$ cat src/rtl/pipe_stage_reg.sv
// -----------------------------------------------------------------------------
// pipe_stage_reg
//
// Generic inter-stage pipeline register. It carries an opaque data bundle and
// a control bundle from one pipeline stage to the next. A valid/ready handshake
// is used on both sides. A 2-entry skid buffer (main + skid) lets in_ready be
// decoded purely from registered state. This means backpressure from out_ready
// never ripples combinationally to the upstream stage.
//
// Extras:
//   - flush     : synchronous squash. All held entries become a bubble whose
//                 control bundle is zero, so no stores or writebacks escape.
//   - stall_cnt : saturating count of cycles in which the stage held a valid
//                 entry that downstream refused. Used for performance debug.
//
// Ports:
//   clock      in   1       rising-edge clock
//   reset      in   1       synchronous, active-high reset
//   flush      in   1       synchronous squash of all held entries
//   in_valid   in   1       upstream holds a valid entry
//   in_ready   out  1       stage can accept an entry this cycle
//   in_data    in   DATA_W  upstream data bundle
//   in_ctrl    in   CTRL_W  upstream control bundle
//   out_valid  out  1       downstream entry valid
//   out_ready  in   1       downstream accepts this cycle
//   out_data   out  DATA_W  held data bundle (main entry)
//   out_ctrl   out  CTRL_W  held control bundle (main entry)
//   stall_cnt  out  CNT_W   cycles with out_valid=1 and out_ready=0, saturating
// -----------------------------------------------------------------------------
module pipe_stage_reg #(
    parameter int DATA_W = 160,
    parameter int CTRL_W = 12,
    parameter int CNT_W  = 16
) (
    input  logic              clock,
    input  logic              reset,
    input  logic              flush,
    input  logic              in_valid,
    output logic              in_ready,
    input  logic [DATA_W-1:0] in_data,
    input  logic [CTRL_W-1:0] in_ctrl,
    output logic              out_valid,
    input  logic              out_ready,
    output logic [DATA_W-1:0] out_data,
    output logic [CTRL_W-1:0] out_ctrl,
    output logic [CNT_W-1:0]  stall_cnt
);

    // Occupancy of the two storage slots. The main slot fills first.
    // The skid slot only fills when main is blocked.
    typedef enum logic [1:0] {
        ST_EMPTY = 2'd0,
        ST_BUSY  = 2'd1,
        ST_FULL  = 2'd2
    } state_t;

    state_t              r_state;
    state_t              w_state_nxt;

    logic [DATA_W-1:0]   r_main_data;
    logic [CTRL_W-1:0]   r_main_ctrl;
    logic [DATA_W-1:0]   r_skid_data;
    logic [CTRL_W-1:0]   r_skid_ctrl;
    logic [CNT_W-1:0]    r_stall_cnt;

    // Datapath load strobes produced by the next-state logic.
    logic                w_load_main_in;
    logic                w_load_main_skid;
    logic                w_load_skid_in;
    logic                w_stall;

    // ------------------------------------------------------------------
    // State register
    // ------------------------------------------------------------------
    always_ff @(posedge clock) begin
        if (reset) begin
            r_state <= ST_EMPTY;
        end else begin
            r_state <= w_state_nxt;
        end
    end

    // ------------------------------------------------------------------
    // Next state and datapath steering.
    // in_ready is decoded from r_state, so "in_valid" in each state
    // already implies an accepted transfer whenever the state is not FULL.
    // ------------------------------------------------------------------
    always_comb begin
        w_state_nxt      = r_state;
        w_load_main_in   = 1'b0;
        w_load_main_skid = 1'b0;
        w_load_skid_in   = 1'b0;

        if (flush) begin
            // A flush squashes everything, including a concurrent input.
            w_state_nxt = ST_EMPTY;
        end else begin
            unique case (r_state)
                ST_EMPTY: begin
                    if (in_valid) begin
                        w_state_nxt    = ST_BUSY;
                        w_load_main_in = 1'b1;
                    end
                end
                ST_BUSY: begin
                    if (in_valid && out_ready) begin
                        // Pass-through: the old main leaves and the new entry replaces it.
                        w_load_main_in = 1'b1;
                    end else if (in_valid) begin
                        // Downstream is blocked, so the new entry parks in the skid slot.
                        w_state_nxt    = ST_FULL;
                        w_load_skid_in = 1'b1;
                    end else if (out_ready) begin
                        w_state_nxt    = ST_EMPTY;
                    end
                end
                ST_FULL: begin
                    if (out_ready) begin
                        w_state_nxt      = ST_BUSY;
                        w_load_main_skid = 1'b1;
                    end
                end
                default: begin
                    w_state_nxt = ST_EMPTY;
                end
            endcase
        end
    end

    // ------------------------------------------------------------------
    // Storage slots.
    // Flush zeroes only the control bundles, so a squashed slot cannot
    // write a register or memory. The data bundles are left untouched.
    // ------------------------------------------------------------------
    always_ff @(posedge clock) begin
        if (reset) begin
            r_main_data <= '0;
            r_main_ctrl <= '0;
            r_skid_data <= '0;
            r_skid_ctrl <= '0;
        end else if (flush) begin
            r_main_ctrl <= '0;
            r_skid_ctrl <= '0;
        end else begin
            if (w_load_main_in) begin
                r_main_data <= in_data;
                r_main_ctrl <= in_ctrl;
            end else if (w_load_main_skid) begin
                r_main_data <= r_skid_data;
                r_main_ctrl <= r_skid_ctrl;
            end
            if (w_load_skid_in) begin
                r_skid_data <= in_data;
                r_skid_ctrl <= in_ctrl;
            end
        end
    end

    // ------------------------------------------------------------------
    // Stall counter: counts refused cycles and sticks at all-ones.
    // Flush does not touch it, so stall history survives a pipeline squash.
    // ------------------------------------------------------------------
    assign w_stall = (r_state != ST_EMPTY) && !out_ready;

    always_ff @(posedge clock) begin
        if (reset) begin
            r_stall_cnt <= '0;
        end else if (w_stall && (r_stall_cnt != {CNT_W{1'b1}})) begin
            r_stall_cnt <= r_stall_cnt + {{(CNT_W-1){1'b0}}, 1'b1};
        end
    end

    // ------------------------------------------------------------------
    // Outputs: all are taken straight from registers or decoded from r_state.
    // ------------------------------------------------------------------
    assign out_valid = (r_state != ST_EMPTY);
    assign in_ready  = (r_state != ST_FULL);
    assign out_data  = r_main_data;
    assign out_ctrl  = r_main_ctrl;
    assign stall_cnt = r_stall_cnt;

endmodule

$ cat config.mk
export PLATFORM = sky130hd
export DESIGN_NAME = pipe_stage_reg
export DESIGN_NICKNAME = d
export VERILOG_FILES = /design/src/rtl/pipe_stage_reg.sv
export SDC_FILE = /design/constraint.sdc
export NUM_CORES = 1
export LEC_CHECK = 0
export BUFFER_PORTS_ARGS = -buffer_cell sky130_fd_sc_hd__buf_2
export CELL_PAD_IN_SITES_DETAIL_PLACEMENT = 0
export CELL_PAD_IN_SITES_GLOBAL_PLACEMENT = 1
export CORE_MARGIN = 4
export CORE_UTILIZATION = 38
export DETAILED_ROUTE_END_ITERATION = 12
export PLACE_DENSITY_LB_ADDON = 0.1
export SYNTH_ARGS = -nofsm -noshare
export SYNTH_HDL_FRONTEND = slang
export SYNTH_SLANG_ARGS = --single-unit
export TNS_END_PERCENT = 1
$ cat constraint.sdc
create_clock -name clock -period 2.6 [get_ports clock]
set_input_delay 0.39 -clock clock [delete_from_list [all_inputs] [get_ports clock]]
set_output_delay 0.39 -clock clock [all_outputs]
set_load 0.01 [all_outputs]
==> results by group <==
Placed design
  • Cell area reported after detailed placement: 15600 um2
  • Detailed placer's ending HPWL: 26300 um
  • Final weighted congestion of routability-driven global placement: 0.788
  • Port Buffers: 366

Clock tree
  • TritonCTS clock tree: yes
  • Root Driver: sky130_fd_sc_hd__clkbuf_16
  • Number of buffers added by the clock tree synthesis step: 40
  • Number of levels the H-tree was split into: 2
  • Sinks on the clock net: 362
  • Clock input transition at the sequential cells of the worst setup and hold paths: 60 ps
  • Post-cts repair resize count: 0
  • Max Buffers Root-to-Sink: 3
  • Later-pin clock latency in the skew report: ~520 ps
  • Hold-fix buffers, CTS: 0
  • # Post-CTS Setup Buffers: 0

STA
  • Finish-stage setup viols: 0
  • Worst-Margin Slew: 737 ps
  • Worst Clk Skew: about 16 ps
  • Min Clock Period, post-route: 2160 ps
  • Final hold vios: 0
  • Worst slew margin: 0.509
  • Max Clock Freq: 0.464 GHz
  • RSZ-0062 raised after global routing: false
  • Total count of max-transition violations in the final report: 0
  • Final period util: 0.829
  • Fin Setup TNS: 0 ps

Finish
  • Number of nets in the layout: approximately 2100
  • Fillcell total: 3423
  • Register cell area after layout: 7250 um2
  • Area grow syn2layout: 26.7%
  • Share of post-route cells with drive strength above 1: 0.240
  • Post-route design area: between 15000 and 20000 um2
  • Area of the multi-input gates: approximately 5600 um2

Critical path
  • Worst path slowest cell: sky130_fd_sc_hd__nor4_4
  • Worst setup path start: stall_cnt[0]
  • Kind of end point of the critical path: flop
  • Worst reg2reg startpoint: stall_cnt[0]
  • Req. time, crit path: 2980 ps
  • Critical path cell sequence: ha_1, nand4_1, nor4_4, buf_4, or4_1, a21oi_1
  • Kind of launch point of the worst setup path: flop
  • CP top delay family: simple AND/OR/NAND/NOR gates
  • Setup Crit Path Kind: reg -> reg
  • Maximum fanout along the worst path: 10
  • Bufs and invs on worst path: 1
  • Delay of the slowest cell on the worst path: around 630 ps
  • Worst path arrival time: approximately 2500 ps

Power
  • Maximum vdd ir drop: 389 uV
  • Leakage dissipation: 6.56 nW
  • Post-route total power: 12.2 mW
  • Power Dens Cells: a little over 700 nW/um2

Yosys
  • Synth async-reset ratio: 0
  • Post-Synthesis Cell Area: 13400 um2
  • Netlist cell types: 37
  • Number of enable flip-flop cells after synthesis: 0
  • Gate Count Post-Synth: around 1600
  • Post-synthesis register bit count: ~360
  • Top_reg_cell synth: sky130_fd_sc_hd__dfxtp_1
  • Ys Warns: 0
  • Mean post-synth cell area: 8.21 um2
  • Synthesized net count: 1806
  • Sequential element share of the synthesized area: 0.542

Global routing
  • Number of antenna violations at the first check in global routing: 16
  • Overall overflow remaining after global route: 0
  • Wire length of the first global-routing pass: 64000 um
  • Number of global-route vias before repair: roughly 11000
  • Global Route Usage Sum: 0.202
  • Largest net degree at the start of global routing: about 120

Die
  • Effective utilization at floorplan: 0.386
  • Die width: 196 um
  • Count of pins on the block boundary: roughly 370
  • Die ar.: 38200 um2
  • Die Y: 196 um
  • Floorplan core area: 34600 um2
  • Number of standard-cell rows in the floorplan: just under 70

Min path
  • Hold_sp: in_data[56]
  • Path category of the worst min-delay check: in -> reg

Drt
  • Final WL: a little over 40000 um
  • Number of design rule violations left after detail routing: 0
  • First-pass iteration count of the detailed router: 4
  • Antenna viol nets, final: 0
  • Number of vias per cell: 5.16
  • Vias post-DR: 12500
  • Average detailed-routed wire length per instance: 17.1 um
  • Initial detailed-routing violation count: 761

Flow run
  • Max-capacitance violation count: 0

Outcome
  • Run status: complete, no violations
## logic make-up after synthesis
group | count (synthesis) | synth area share
AO/OA/AOI/OAI | 542 | 0.238
adder cells (fa/ha/maj) | 1 | 0.000936
flip-flops | 362 | 0.542
AND/OR/NAND/NOR | 576 | 0.172
multiplexers | 6 | 0.00487
buffers and inverters | 141 | 0.0418
## placed cells by master, fill, tap and decap left out, types with 2 or more instances in the layout
| cell | netlist | final |
|---|---|---|
| sky130_fd_sc_hd__a211oi_1 | 2 | 2 |
| sky130_fd_sc_hd__buf_12 | 0 | 12 |
| sky130_fd_sc_hd__nand3_1 | 6 | 6 |
| sky130_fd_sc_hd__nand4_1 | 4 | 4 |
| sky130_fd_sc_hd__mux2_2 | 4 | 4 |
| sky130_fd_sc_hd__buf_4 | 0 | 18 |
| sky130_fd_sc_hd__or4_1 | 6 | 6 |
| sky130_fd_sc_hd__nor3_1 | 5 | 3 |
| sky130_fd_sc_hd__a21oi_1 | 354 | 353 |
| sky130_fd_sc_hd__nor2_1 | 8 | 8 |
| sky130_fd_sc_hd__o21ai_0 | 3 | 3 |
| sky130_fd_sc_hd__a22oi_1 | 172 | 172 |
| sky130_fd_sc_hd__nor2b_1 | 6 | 6 |
| sky130_fd_sc_hd__clkinv_2 | 0 | 7 |
| sky130_fd_sc_hd__mux2i_1 | 2 | 2 |
| sky130_fd_sc_hd__clkbuf_8 | 0 | 9 |
| sky130_fd_sc_hd__nor3_2 | 0 | 2 |
| sky130_fd_sc_hd__bufinv_16 | 0 | 2 |
| sky130_fd_sc_hd__nand2b_1 | 3 | 3 |
| sky130_fd_sc_hd__diode_2 | 0 | 3 |
| sky130_fd_sc_hd__o41ai_1 | 2 | 2 |
| sky130_fd_sc_hd__or2_2 | 2 | 2 |
| sky130_fd_sc_hd__buf_2 | 22 | 365 |
| sky130_fd_sc_hd__or3_1 | 3 | 3 |
| sky130_fd_sc_hd__nor4_1 | 4 | 4 |
| sky130_fd_sc_hd__o31ai_1 | 5 | 5 |
| sky130_fd_sc_hd__nand2_1 | 521 | 520 |
| sky130_fd_sc_hd__dfxtp_1 | 362 | 362 |
| sky130_fd_sc_hd__clkbuf_1 | 99 | 12 |
| sky130_fd_sc_hd__clkbuf_16 | 0 | 41 |
| sky130_fd_sc_hd__inv_1 | 3 | 3 |
| sky130_fd_sc_hd__and3_1 | 2 | 2 |
## worst register-to-register path, delay by kind of cell, from the launching register on
kind	cells	cell delay [ps]
AND/OR/NAND/NOR	3	1060
flip-flops	1	420
buffers and inverters	1	260
adder cells (fa/ha/maj)	1	230
AO/OA/AOI/OAI	1	60
## routing by layer
metal / part of all wire / track usage / vias to the layer above
met2: 0.45 / 0.311 / 338
met5: 0.0042 / 0 / -
met3: 0.080 / 0.0656 / 89
met1: 0.44 / 0.271 / 5823
met4: 0.027 / 0.0600 / 26
li1: - / - / 6192
## cells in the mapped netlist, types with 2 or more instances
library cell,instances,share of area
sky130_fd_sc_hd__and3_1,2,0.00094
sky130_fd_sc_hd__a211oi_1,2,0.0011
sky130_fd_sc_hd__o41ai_1,2,0.0013
sky130_fd_sc_hd__nor3_1,5,0.0019
sky130_fd_sc_hd__or2_2,2,0.00094
sky130_fd_sc_hd__mux2i_1,2,0.0015
sky130_fd_sc_hd__buf_2,22,0.0082
sky130_fd_sc_hd__nor2b_1,6,0.0028
sky130_fd_sc_hd__nand3_1,6,0.0022
sky130_fd_sc_hd__or3_1,3,0.0014
sky130_fd_sc_hd__o31ai_1,5,0.0028
sky130_fd_sc_hd__dfxtp_1,362,0.54
sky130_fd_sc_hd__mux2_2,4,0.0034
sky130_fd_sc_hd__a22oi_1,172,0.097
sky130_fd_sc_hd__nand4_1,4,0.0019
sky130_fd_sc_hd__nor4_1,4,0.0019
sky130_fd_sc_hd__inv_1,3,0.00084
sky130_fd_sc_hd__a21oi_1,354,0.13
sky130_fd_sc_hd__or4_1,6,0.0034
sky130_fd_sc_hd__nor2_1,8,0.0022
sky130_fd_sc_hd__o21ai_0,3,0.0011
sky130_fd_sc_hd__nand2b_1,3,0.0014
sky130_fd_sc_hd__clkbuf_1,99,0.028
sky130_fd_sc_hd__nand2_1,521,0.15
sky130_fd_sc_hd__buf_1,16,0.0045
## sequential cells by signal, summed over array words and instances, names as in the netlist
register     flops
out_data       160
r_state          2
stall_cnt       16
r_skid_data    160
out_ctrl        12
r_skid_ctrl     12
## area by class of cell
class	instances	area share
antenna	3	0.000443
timing repair buffer	396	0.131
multi-input combinational	1125	0.330
clock buffer	62	0.0706
inverter	3	0.000665
sequential	362	0.428
clock inverter	9	0.00562
tap	455	0.0336
## per-stage QoR
stage,hold slack (ps),setup WS [ps],util,instances
2_1_floorplan,437,737,-,1628
3_3_place_gp,438,514,0.452,2341
3_5_place_dp,443,476,0.452,2341
4_1_cts,89.7,455,0.489,2412
5_1_grt,103,249,0.489,2412
6_report,117,444,0.489,2415
## worst paths after layout
path	endpoint	slack (ps)	depth (start not counted)
max	stall_cnt[2]	440	6
min	r_skid_data[56]	120	3
max reg2reg	stall_cnt[2]	440	6
min reg2reg	out_ctrl[9]	450	2
## report_power, final
group | internal (mW) | switching (mW) | total, mW
Sequential | 5.69 | 0.0739 | 5.77
Clock | 3.35 | 2.20 | 5.55
Combinational | 0.336 | 0.546 | 0.882
No activity file was read; power rests on OpenSTA's default activity.
